## src/rtl/pipe_ctrl_pkg.sv

```systemverilog
// Shared encodings and helpers for the pipeline hazard controller.
package pipe_ctrl_pkg;

  typedef enum logic [1:0] {
    RUN      = 2'd0,
    MEM_WAIT = 2'd1,
    ERROR    = 2'd2
  } ctrl_state_e;

  localparam logic [4:0] REG_ZERO = 5'd0;
  localparam logic [1:0] WB_NONE  = 2'b00;

  // A load into $zero never creates a real dependency.
  function automatic logic load_use_hazard(input logic       ex_mem_read,
                                           input logic [4:0] ex_rt,
                                           input logic [4:0] id_rs,
                                           input logic [4:0] id_rt);
    return ex_mem_read && (ex_rt != REG_ZERO) && ((ex_rt == id_rs) || (ex_rt == id_rt));
  endfunction

endpackage

```

## src/rtl/sat_counter.sv

```systemverilog
// Saturating up-counter with synchronous clear; holds at all-ones.
module sat_counter #(
  parameter int unsigned CNT_W = 32
) (
  input  logic             clock,
  input  logic             clear,
  input  logic             inc,
  output logic [CNT_W-1:0] count
);

  logic [CNT_W-1:0] count_q;

  always_ff @(posedge clock) begin
    if (clear) begin
      count_q <= '0;
    end else if (inc && (count_q != {CNT_W{1'b1}})) begin
      count_q <= count_q + 1'b1;
    end
  end

  assign count = count_q;

endmodule

```

## src/rtl/pipeline_hazard_ctrl.sv

```systemverilog
// Stall/flush sequencer for the 5-stage pipeline: load-use, taken branch, data-memory waits.
// Define PIPE_PERF_CNT_EN to add saturating performance counters.
module pipeline_hazard_ctrl
  import pipe_ctrl_pkg::*;
#(
  parameter int unsigned MEM_TIMEOUT = 15,
  parameter int unsigned CNT_W       = 32
) (
  input  logic             clock,
  input  logic             reset,
  input  logic [4:0]       id_rs,
  input  logic [4:0]       id_rt,
  input  logic             ex_memRead,
  input  logic [4:0]       ex_rt,
  input  logic             ex_branchTaken,
  input  logic             mem_req,
  input  logic             dmem_ready,
  output logic             pc_en,
  output logic             ifid_en,
  output logic             ifid_flush,
  output logic             idex_flush,
  output logic             pipe_en,
  output logic             memwb_bubble,
  output logic             dmem_timeout,
  output logic [1:0]       ctrl_state
`ifdef PIPE_PERF_CNT_EN
  ,
  output logic [CNT_W-1:0] stall_cycles,
  output logic [CNT_W-1:0] flush_count,
  output logic [CNT_W-1:0] memwait_cycles
`endif
);

  // One spare count so the incremented value never wraps before the compare.
  localparam int unsigned      WaitW      = $clog2(MEM_TIMEOUT + 2);
  localparam logic [WaitW-1:0] TimeoutVal = WaitW'(MEM_TIMEOUT);

  ctrl_state_e      state_q, state_d;
  logic [WaitW-1:0] wait_cnt_q, wait_cnt_d;
  logic [WaitW-1:0] wait_inc;
  logic             freeze;
  logic             timeout_flag;
  logic             branch_flush;
  logic             lu_stall;
  logic             memwait_inc;

  assign wait_inc = wait_cnt_q + 1'b1;

  always_ff @(posedge clock) begin
    if (reset) begin
      state_q    <= RUN;
      wait_cnt_q <= '0;
    end else begin
      state_q    <= state_d;
      wait_cnt_q <= wait_cnt_d;
    end
  end

  always_comb begin
    state_d      = state_q;
    wait_cnt_d   = wait_cnt_q;
    freeze       = 1'b0;
    timeout_flag = 1'b0;
    branch_flush = 1'b0;
    lu_stall     = 1'b0;
    memwait_inc  = 1'b0;

    unique case (state_q)
      RUN: begin
        if (mem_req && !dmem_ready) begin
          freeze     = 1'b1;
          state_d    = MEM_WAIT;
          wait_cnt_d = WaitW'(1);
        end
      end
      MEM_WAIT: begin
        if (dmem_ready) begin
          state_d    = RUN;
          wait_cnt_d = '0;
        end else begin
          freeze      = 1'b1;
          memwait_inc = 1'b1;
          wait_cnt_d  = wait_inc;
          if (wait_inc >= TimeoutVal) begin
            state_d = ERROR;
          end
        end
      end
      ERROR: begin
        freeze       = 1'b1;
        timeout_flag = 1'b1;
      end
      default: begin
        state_d    = RUN;
        wait_cnt_d = '0;
      end
    endcase

    // A branch held in EX during a freeze takes effect on the release cycle.
    if (!freeze) begin
      if (ex_branchTaken) begin
        branch_flush = 1'b1;
      end else if (load_use_hazard(ex_memRead, ex_rt, id_rs, id_rt)) begin
        lu_stall = 1'b1;
      end
    end

    pc_en        = 1'b1;
    ifid_en      = 1'b1;
    pipe_en      = 1'b1;
    ifid_flush   = 1'b0;
    idex_flush   = 1'b0;
    memwb_bubble = 1'b0;
    dmem_timeout = timeout_flag;
    ctrl_state   = state_q;

    if (freeze) begin
      pc_en        = 1'b0;
      ifid_en      = 1'b0;
      pipe_en      = 1'b0;
      memwb_bubble = 1'b1;
    end else if (branch_flush) begin
      ifid_flush = 1'b1;
      idex_flush = 1'b1;
    end else if (lu_stall) begin
      pc_en      = 1'b0;
      ifid_en    = 1'b0;
      idex_flush = 1'b1;
    end

    if (reset) begin
      pc_en        = 1'b0;
      ifid_en      = 1'b0;
      pipe_en      = 1'b0;
      ifid_flush   = 1'b1;
      idex_flush   = 1'b1;
      memwb_bubble = 1'b1;
      dmem_timeout = 1'b0;
      ctrl_state   = RUN;
      branch_flush = 1'b0;
      lu_stall     = 1'b0;
      memwait_inc  = 1'b0;
      state_d      = RUN;
      wait_cnt_d   = '0;
    end
  end

`ifdef PIPE_PERF_CNT_EN
  sat_counter #(
    .CNT_W(CNT_W)
  ) u_stall_cnt (
    .clock(clock),
    .clear(reset),
    .inc  (lu_stall),
    .count(stall_cycles)
  );

  sat_counter #(
    .CNT_W(CNT_W)
  ) u_flush_cnt (
    .clock(clock),
    .clear(reset),
    .inc  (branch_flush),
    .count(flush_count)
  );

  sat_counter #(
    .CNT_W(CNT_W)
  ) u_memwait_cnt (
    .clock(clock),
    .clear(reset),
    .inc  (memwait_inc),
    .count(memwait_cycles)
  );
`endif

endmodule
```

## config.mk

```make
export PLATFORM = sky130hd
export DESIGN_NAME = pipeline_hazard_ctrl
export DESIGN_NICKNAME = d
export VERILOG_FILES = /design/src/rtl/pipe_ctrl_pkg.sv /design/src/rtl/sat_counter.sv /design/src/rtl/pipeline_hazard_ctrl.sv
export SDC_FILE = /design/constraint.sdc
export NUM_CORES = 1
export LEC_CHECK = 0
export BUFFER_PORTS_ARGS = -buffer_cell sky130_fd_sc_hd__buf_4
export CAP_MARGIN = 20
export CORE_AREA = 2 2 39 41
export CTS_BUF_LIST = sky130_fd_sc_hd__clkbuf_8
export DETAILED_ROUTE_END_ITERATION = 10
export DIE_AREA = 0 0 41 43
export PLACE_DENSITY = 0.75
export SLEW_MARGIN = 25
export SYNTH_ARGS = -nofsm -noshare
export SYNTH_HDL_FRONTEND = slang
export SYNTH_SLANG_ARGS = --single-unit
export TNS_END_PERCENT = 1
```

## constraint.sdc

```tcl
create_clock -name clock -period 1.7 [get_ports clock]
set_input_delay 0.34 -clock clock [delete_from_list [all_inputs] [get_ports clock]]
set_output_delay 0.34 -clock clock [all_outputs]
set_load 0.03 [all_outputs]
```

* Yosys cells after proc, flatten, opt, wreduce, memory -nomap -nowiden
Cells that the tools add are included.
** Cells by class
- $add $sub $neg :: 1
- $lt $le $gt $ge :: 1
- Equality and inequality tests :: 6
- Multiplexer cells :: 33
- Bitwise gates (word level) :: 1
- Reductions and logical operators :: 9
** Operator list (count)
- $mux W1 :: 24
- $pmux W5 S3 :: 1
- $eq A5 B5 Y1 :: 2
- $mux W5 :: 2
- $mux W2 :: 4
- $pmux W2 S3 :: 1
- $add A5 B1 Y5 const B :: 1
- $ge A5 B4 Y1 const B :: 1
- $reduce_bool A5 Y1 :: 1
- $logic_and A1 B1 Y1 :: 3
- $ne A3 B3 Y1 const B :: 1
- $pmux W1 S3 :: 1
- $reduce_and A3 Y1 :: 1
- $eq A2 B1 Y1 const B :: 1
- $eq A2 B2 Y1 const B :: 1
- $logic_not A2 Y1 :: 1
- $ne A2 B2 Y1 const B :: 1
- $reduce_and A2 Y1 :: 1
- $logic_not A1 Y1 :: 1
- $logic_or A1 B1 Y1 :: 1
- $not A1 Y1 :: 1
** Word-level totals
- Bits in registers :: 7
- Input port bits :: 21
- Output and inout bits :: 9
- Word-level logic and storage cells :: 53

* Longest topological paths before layout
Gate-level depths: netlist of run 1.
- Depth in word-level cells :: 10
- Gate-level depth with buffers :: 7
- Gate-level depth less buffers :: 6

* Least setup slack after synthesis of run 1
Ideal clock, no wire load.
- Kind :: register to output
- Start point :: reg state_q[0]
- End point :: out pc_en
- Arrival :: 1.894 ns
- Required time :: 1.360 ns
- Path slack :: -0.534 ns
- Stages on the path, launching flop included :: 8
- Buffers on the path :: 2
- Cell sequence :: dfxtp_1 buf_6 nor2_2 a2bb2oi_1 nand2b_1 inv_1 o31a_1 buf_4
** Between the ends
- Cells in the longest elaborated chain, start to end :: 7
- Elaborated cells on any way between the ends :: 10
- Those cells by class :: 2 x eq/ne; 7 x mux; 1 x reduce/logical
** Ends and longest elaborated chain
- start: declaration :: RTL line pipeline_hazard_ctrl.sv:38 : ctrl_state_e state_q, state_d;
- start signal: assignment :: RTL line pipeline_hazard_ctrl.sv:54 : state_q <= state_d;
- $eq A2 B2 Y1, or another cell as far along :: RTL line pipeline_hazard_ctrl.sv:68 : unique case (state_q)
- $pmux W1 S3 (*) :: RTL line pipeline_hazard_ctrl.sv:68
- $mux W1 :: RTL line pipeline_hazard_ctrl.sv:100 : if (!freeze) begin
- $mux W1 (2 in a row)
- $mux W1 (*) (2 in a row)
- end: declaration :: RTL line pipeline_hazard_ctrl.sv:18 : output logic pc_en,
Every way passes the cells marked *; elsewhere a longest branch is shown, timed or not.

* Worst setup path in the final report of run 1
- Start point :: in ex_rt[1]
- End point :: out ifid_en
** Between the ends
- Cells in the longest elaborated chain, start to end :: 10
- Elaborated cells on any way between the ends :: 13
- Those cells by class :: 2 x eq/ne; 7 x mux; 4 x reduce/logical
** Ends and longest elaborated chain
- start: declaration :: RTL line pipeline_hazard_ctrl.sv:14 : input logic [4:0] ex_rt,
- $eq A5 B5 Y1 or $reduce_bool A5 Y1 (tied branches) :: RTL line pipe_ctrl_pkg.sv:18 : return ex_mem_read && (ex_rt != REG_ZERO) && ((ex_rt == id_rs) || (ex_rt == id_rt));
- $logic_or A1 B1 Y1 or $logic_and A1 B1 Y1 (tied branches) :: RTL line pipe_ctrl_pkg.sv:18
- $logic_and A1 B1 Y1 (*) :: RTL line pipe_ctrl_pkg.sv:18
- $mux W1 (*) :: RTL line pipeline_hazard_ctrl.sv:103 : end else if (load_use_hazard(ex_memRead, ex_rt, id_rs, id_rt)) begin
- $mux W1 (*) :: RTL line pipeline_hazard_ctrl.sv:101 : if (ex_branchTaken) begin
- $mux W1 (*) :: RTL line pipeline_hazard_ctrl.sv:100
- $mux W1 (*) :: RTL line pipeline_hazard_ctrl.sv:125 : end else if (lu_stall) begin
- $mux W1 (*) :: RTL line pipeline_hazard_ctrl.sv:122 : end else if (branch_flush) begin
- $mux W1 (*) :: RTL line pipeline_hazard_ctrl.sv:117 : if (freeze) begin
- $mux W1 (*) :: RTL line pipeline_hazard_ctrl.sv:131 : if (reset) begin
- end: declaration :: RTL line pipeline_hazard_ctrl.sv:19 : output logic ifid_en,
Marks and branches as above.

==> metrics.cfg, run 1 <==
[synthesis]
netlist.area_leader.share_pct=23.58
ys_ff_latch=7
syn-cell-area_sq_um=594.3
async_flop_share_pct=0
ys_seq_area_share_pct=23.58
yosys-top-cells-count=xor2_1, nor2_1, dfxtp_1, nand3_1
synth-main-ff-cell=dfxtp_1
postSynthCellCount=76
syn_avg_cell_area_sq_um=7.820
synth_cell_type_count=30
yosysWarningCount=0
yosysTopAreaCell=dfxtp_1
yosysMostFrequentCell=xor2_1
synth_nets=99
synth_edf_count=0
netlist_top_cells_area=dfxtp_1, xor2_1, nor2_1, nand3_1, ha_1

[placement]
place_hpwl_um=1197
gp_congestion=0.6823
pre_cts_ws_ns=-0.09102
io_buffers=29
dp.cells=123

[finish]
final_nets=135
seq_area_sq_um=142.6
drive_above_1_share_pct=49.55
antenna_cells=0
final_cells=127
filler_cell_count=100
multiInputGateArea_sq_um=486.7
area_delta_synth_final_pct=69.90

[sta]
maxSlewHeadroom_pct=84.01
fmax_ghz=0.5690
slew_violations=0
setup_viol=3
period_minus_slack_ns=1.758
hold_viol_final=0
worst_pin_slew_ns=0.2373
fin_ws_ns=-0.05753
fin_skew_ns=0.0007154
finalCritPeriodShare_pct=103.4
rsz0062_at_grt=true

[route]
drc=0
route.detailed.wl_per_inst_um=12.33
wirelength_um=1566
dr.pass1.iters=4
avgViaCountPerCell=5.213
ant_nets=0
vias=662
drtIter0Drc=12

[job]
max-cap-violations=0

[status]
status=complete, but fails checks
violations=negative setup slack

[floorplan]
core_area_sq_um=1384
dieArea_sq_um=1763
dieWidth_um=41
start_util_pct=42.95
die_h_um=43
num_rows=14
io_pins=30

[pwr]
p_sw_mw=0.1732
pwr-share-seq_pct=29.3
ir_drop_v=0.0003957
clockPowerShare_pct=38.5
p_leak_nw=0.4468
pwr-share-comb_pct=32.2
p_int_mw=0.4234
swShare_pct=29.03
power_density_nw_per_um2=590.9

[worst_setup_path]
path_cells=buf_8 -> or4_4 -> nor2_4 -> o31a_1 -> buf_6
cp.required_ns=1.36
path_class=input pin to output port
critPathCaptureType=output port
crit_arrival_ns=1.42
cp_slowest_cell=or4_4
startpoint_type=input pin
max_stage_delay_ns=0.54
crit_fanout=3

[clock_network]
h-tree-depth=1
ctsRootBufferMaster=clkbuf_8
holdBufCountCts=0
clk_path_buf_depth=2
numCtsBuffers=3
path_clk_slew_ns=0.04
cts_sinks=7
cts_tree=done
clk_latency_ns=0.23

[global_route]
grt_max_degree=11
antenna_found_initial=0
overflow=0
grt_pass1_vias=654
gr-usage-all-layers_pct=22.71
grt_first_pass_wirelength_um=2704

[min_path]
min_path_type=input pin to flip-flop

## per-layer routing
layer	up-vias	GRT usage (%)	share of wire [%]
met1	305	28.06	39
met3	5	7.330	5.6
li1	328	-	-
met2	24	34.38	53
met4	0	10.00	2.2
met5	-	0	0
## stage by stage
stage | power, mW | cell area, sq um | hold slack, ns | setup TNS (ns) | util (%)
2_1_floorplan | 0.2725 | 624.3 | 0.4787 | -0.2985 | -
3_3_place_gp | 0.3418 | 872.1 | 0.5135 | -0.2355 | 63.02
3_5_place_dp | 0.3437 | 872.1 | 0.5193 | -0.2690 | 63.02
4_1_cts | 0.5889 | 963.4 | 0.3585 | -0.2219 | 69.62
5_1_grt | 0.6283 | 1010 | 0.3744 | -0.3024 | 72.97
6_report | 0.5966 | 1010 | 0.3604 | -0.1479 | 72.97
## sequential cells by signal (all words and copies together), names as in the netlist
name / count
state_q: 2
wait_cnt_q: 5
## cell usage in the layout, fill, tap and decap left out, types with 2 or more instances in the layout
master	instances
buf_4	25
xor2_1	11
nor2_1	9
buf_6	8
nand3_1	6
dfxtp_1	5
nand2_1	4
inv_1	3
a21oi_1	3
o21ai_0	3
clkbuf_8	3
nor2_4	2
xor2_2	2
nor3_1	2
o22a_1	2
ha_1	2
dfxtp_2	2
## repair_timing
action,4_1_cts,5_1_grt
pin swaps,7,9
endpoints found under the setup margin,4,4
resized for setup,11,10
buffers inserted,0,0
## power by group through the flow
stage / logic [mW] / clock network [mW] / registers (mW)
5_1_grt: 0.208 / 0.245 / 0.175
4_1_cts: 0.182 / 0.233 / 0.174
6_report: 0.192 / 0.230 / 0.175
3_3_place_gp: 0.165 / 0 / 0.176
3_5_place_dp: 0.167 / 0 / 0.177
2_1_floorplan: 0.0980 / 0 / 0.174
## worst max-delay path: cells and delay by family
kind / cells / cell delay (ns)
and+or+nand+nor: 2 / 0.65
buffers and inverters: 2 / 0.25
AOI/OAI and AO/OA: 1 / 0.18
## layout make-up
cell class              count  share of cell area [%]
clock inverters             1                  0.3717
flip-flops and latches      7                   14.13
repair buffers             34                   29.00
well taps                  16                   1.983
clock buffers               3                   4.089
inverters                   4                   2.230
multi-input cells          62                   48.20
## logic make-up after synthesis
kind of cell,count (synthesis),share of synthesized area [%]
simple gates,32,27.79
compound gates,15,18.74
xor+xnor,13,19.16
buf+inv,7,6.525
flops,7,23.58
fa+ha+maj,2,4.210
## final timing paths
path,startpoint,slack [ns],to,depth (start not counted)
max,ex_rt[1],-0.06,ifid_en,5
min,reset,0.36,wait_cnt_q[2],2
max reg2reg,wait_cnt_q[0],0.25,state_q[1],6
min reg2reg,wait_cnt_q[2],0.53,wait_cnt_q[2],2
Note: power is estimated with default switching activity, not from simulation.
==> run 2: changes to the inputs <==
SKIP_LAST_GASP = 1   (was unset)
==> metrics.cfg, run 2 (same netlist as run 1, synthesis figures left out) <==
[clock_network]
clk_path_buf_depth=2  ; unchanged
path_clk_slew_ns=0.04  ; about the same
numCtsBuffers=3  ; unchanged
post-cts-setup-buffer-count=0  ; unchanged
holdBufCountCts=0  ; unchanged
h-tree-depth=1  ; unchanged
cts_tree=done  ; unchanged
ctsRootBufferMaster=clkbuf_8  ; unchanged
cts_sinks=7  ; unchanged
clk_latency_ns=0.23  ; about the same

[floorplan]
die_h_um=43  ; unchanged
num_rows=14  ; unchanged
start_util_pct=42.95  ; unchanged
dieWidth_um=41  ; unchanged
core_area_sq_um=1384  ; unchanged
dieArea_sq_um=1763  ; unchanged
io_pins=30  ; unchanged

[finish]
area_delta_synth_final_pct=69.26  ; was 69.90%
regMostFlops=wait_cnt_q  ; unchanged
final_cell_mix=buf_4, xor2_1, nor2_1, buf_6, nand3_1  ; unchanged
final_util_pct=72.69  ; was 72.97%
filler_cell_count=99  ; was 100
final_cells=127  ; unchanged
layout_commonest_cell=buf_4  ; unchanged
top_regs=wait_cnt_q (5), state_q (2)  ; unchanged
largest_reg_flops=5  ; unchanged
antenna_cells=0  ; unchanged
drive_above_1_share_pct=49.55  ; unchanged
final_nets=135  ; unchanged

[route]
dr.pass1.iters=4  ; unchanged
ant_nets=0  ; unchanged
drtIter0Drc=11  ; was 12
vias=661  ; was 662
drc=0  ; unchanged
wirelength_um=1560  ; was 1566 um
avgViaCountPerCell=5.205  ; was 5.213
route.detailed.wl_per_inst_um=12.28  ; was 12.33 um

[placement]
pre_cts_ws_ns=-0.09102  ; unchanged
io_buffers=29  ; unchanged
gp_congestion=0.6823  ; unchanged
place_hpwl_um=1197  ; unchanged
dp.cells=123  ; unchanged

[sta]
holdWs_ns=0.3605  ; was 0.3604 ns
slew_violations=0  ; unchanged
finalCritPeriodShare_pct=103.4  ; unchanged
worst_pin_slew_ns=0.2373  ; about the same
fin_ws_ns=-0.05753  ; unchanged
hold_viol_final=0  ; unchanged
maxSlewHeadroom_pct=84.01  ; unchanged
fin_skew_ns=0.0007154  ; unchanged
period_minus_slack_ns=1.758  ; unchanged
setup_viol=3  ; unchanged
fmax_ghz=0.5690  ; unchanged
rsz0062_at_grt=true  ; unchanged

[min_path]
min_path_type=input pin to flip-flop  ; unchanged
whs_path_depth=2  ; unchanged

[global_route]
grt_first_pass_wirelength_um=2704  ; unchanged
grt_max_degree=11  ; unchanged
antenna_found_initial=0  ; unchanged
gr-usage-all-layers_pct=22.71  ; unchanged
grt_pass1_vias=654  ; unchanged
overflow=0  ; unchanged

[worst_setup_path]
r2r_cells=6  ; unchanged
cp.required_ns=1.36  ; about the same
crit_arrival_ns=1.42  ; about the same
cp_slowest_cell=or4_4  ; unchanged
startpoint_type=input pin  ; unchanged
path_class=input pin to output port  ; unchanged
crit_fanout=3  ; unchanged
max_stage_delay_ns=0.54  ; about the same
path_cells=buf_8 -> or4_4 -> nor2_4 -> o31a_1 -> buf_6  ; unchanged
critPathCaptureType=output port  ; unchanged

[pwr]
ir_drop_v=0.0003955  ; was 0.0003957 V
power_density_nw_per_um2=591.8  ; was 590.9 nW/um^2
finalPower_mw=0.5953  ; was 0.5966 mW
p_leak_nw=0.4447  ; was 0.4468 nW

[status]
status=complete, but fails checks  ; unchanged
violations=negative setup slack  ; unchanged

[job]
max-cap-violations=0  ; unchanged

==> run 2: changes by cell type in the layout (fill, tap and decap cells not counted) <==
cell	delta
buf_4	+1
buf_6	-1
==> run 2: layout make-up <==
type / instances / area, sq um / share of cell area (%)
clock buffer: 3 / 41.29 / 4.104
timing repair buffer: 34 / 289.0 / 28.73
clock inverter: 1 / 3.754 / 0.3731
tap: 16 / 20.02 / 1.990
sequential: 7 / 142.6 / 14.18
inverter: 4 / 22.52 / 2.239
multi-input combinational: 62 / 486.7 / 48.38
==> run 2: path summary, 6_finish.rpt <==
path                                       to  slack, ns          start
worst max-delay path                  ifid_en      -0.06       ex_rt[1]
worst min-delay path            wait_cnt_q[2]       0.36          reset
worst max register to register     state_q[1]       0.25  wait_cnt_q[0]
worst min register to register  wait_cnt_q[2]       0.53  wait_cnt_q[2]
==> run 2: repair_timing <==
item	in CTS	in global routing
setup endpoints to repair	4	4
pin swaps	6	8
resized for setup	10	10
gates cloned	0	0
==> run 2: stage by stage <==
| stage | TNS, ns | area [sq um] |
|---|---|---|
| 2_1_floorplan | -0.2985 | 624.3 |
| 3_3_place_gp | -0.2355 | 872.1 |
| 3_5_place_dp | -0.2690 | 872.1 |
| 4_1_cts | -0.2463 | 962.2 |
| 5_1_grt | -0.3080 | 1006 |
| 6_report | -0.1431 | 1006 |
==> run 2: where the power goes <==
| group | internal [mW] | switching, mW |
|---|---|---|
| sequential | 0.169 | 0.00568 |
| combinational | 0.0972 | 0.0937 |
| clock | 0.156 | 0.0734 |
==> run 2: layer usage <==
metal	global-route usage [%]	wire [um]	share of wire, %	vias to the layer above
met2	34.38	828	53	24
met4	10.00	34	2.2	0
met5	0	0	0	-
met3	7.330	87	5.6	5
li1	-	-	-	328
met1	28.06	610	39	304
==> run 2: critical path, delay by kind of cell <==
kind                   cells  cell delay (ns)
AND/OR/NAND/NOR            2             0.65
buffers and inverters      2             0.25
AO/OA/AOI/OAI              1             0.18
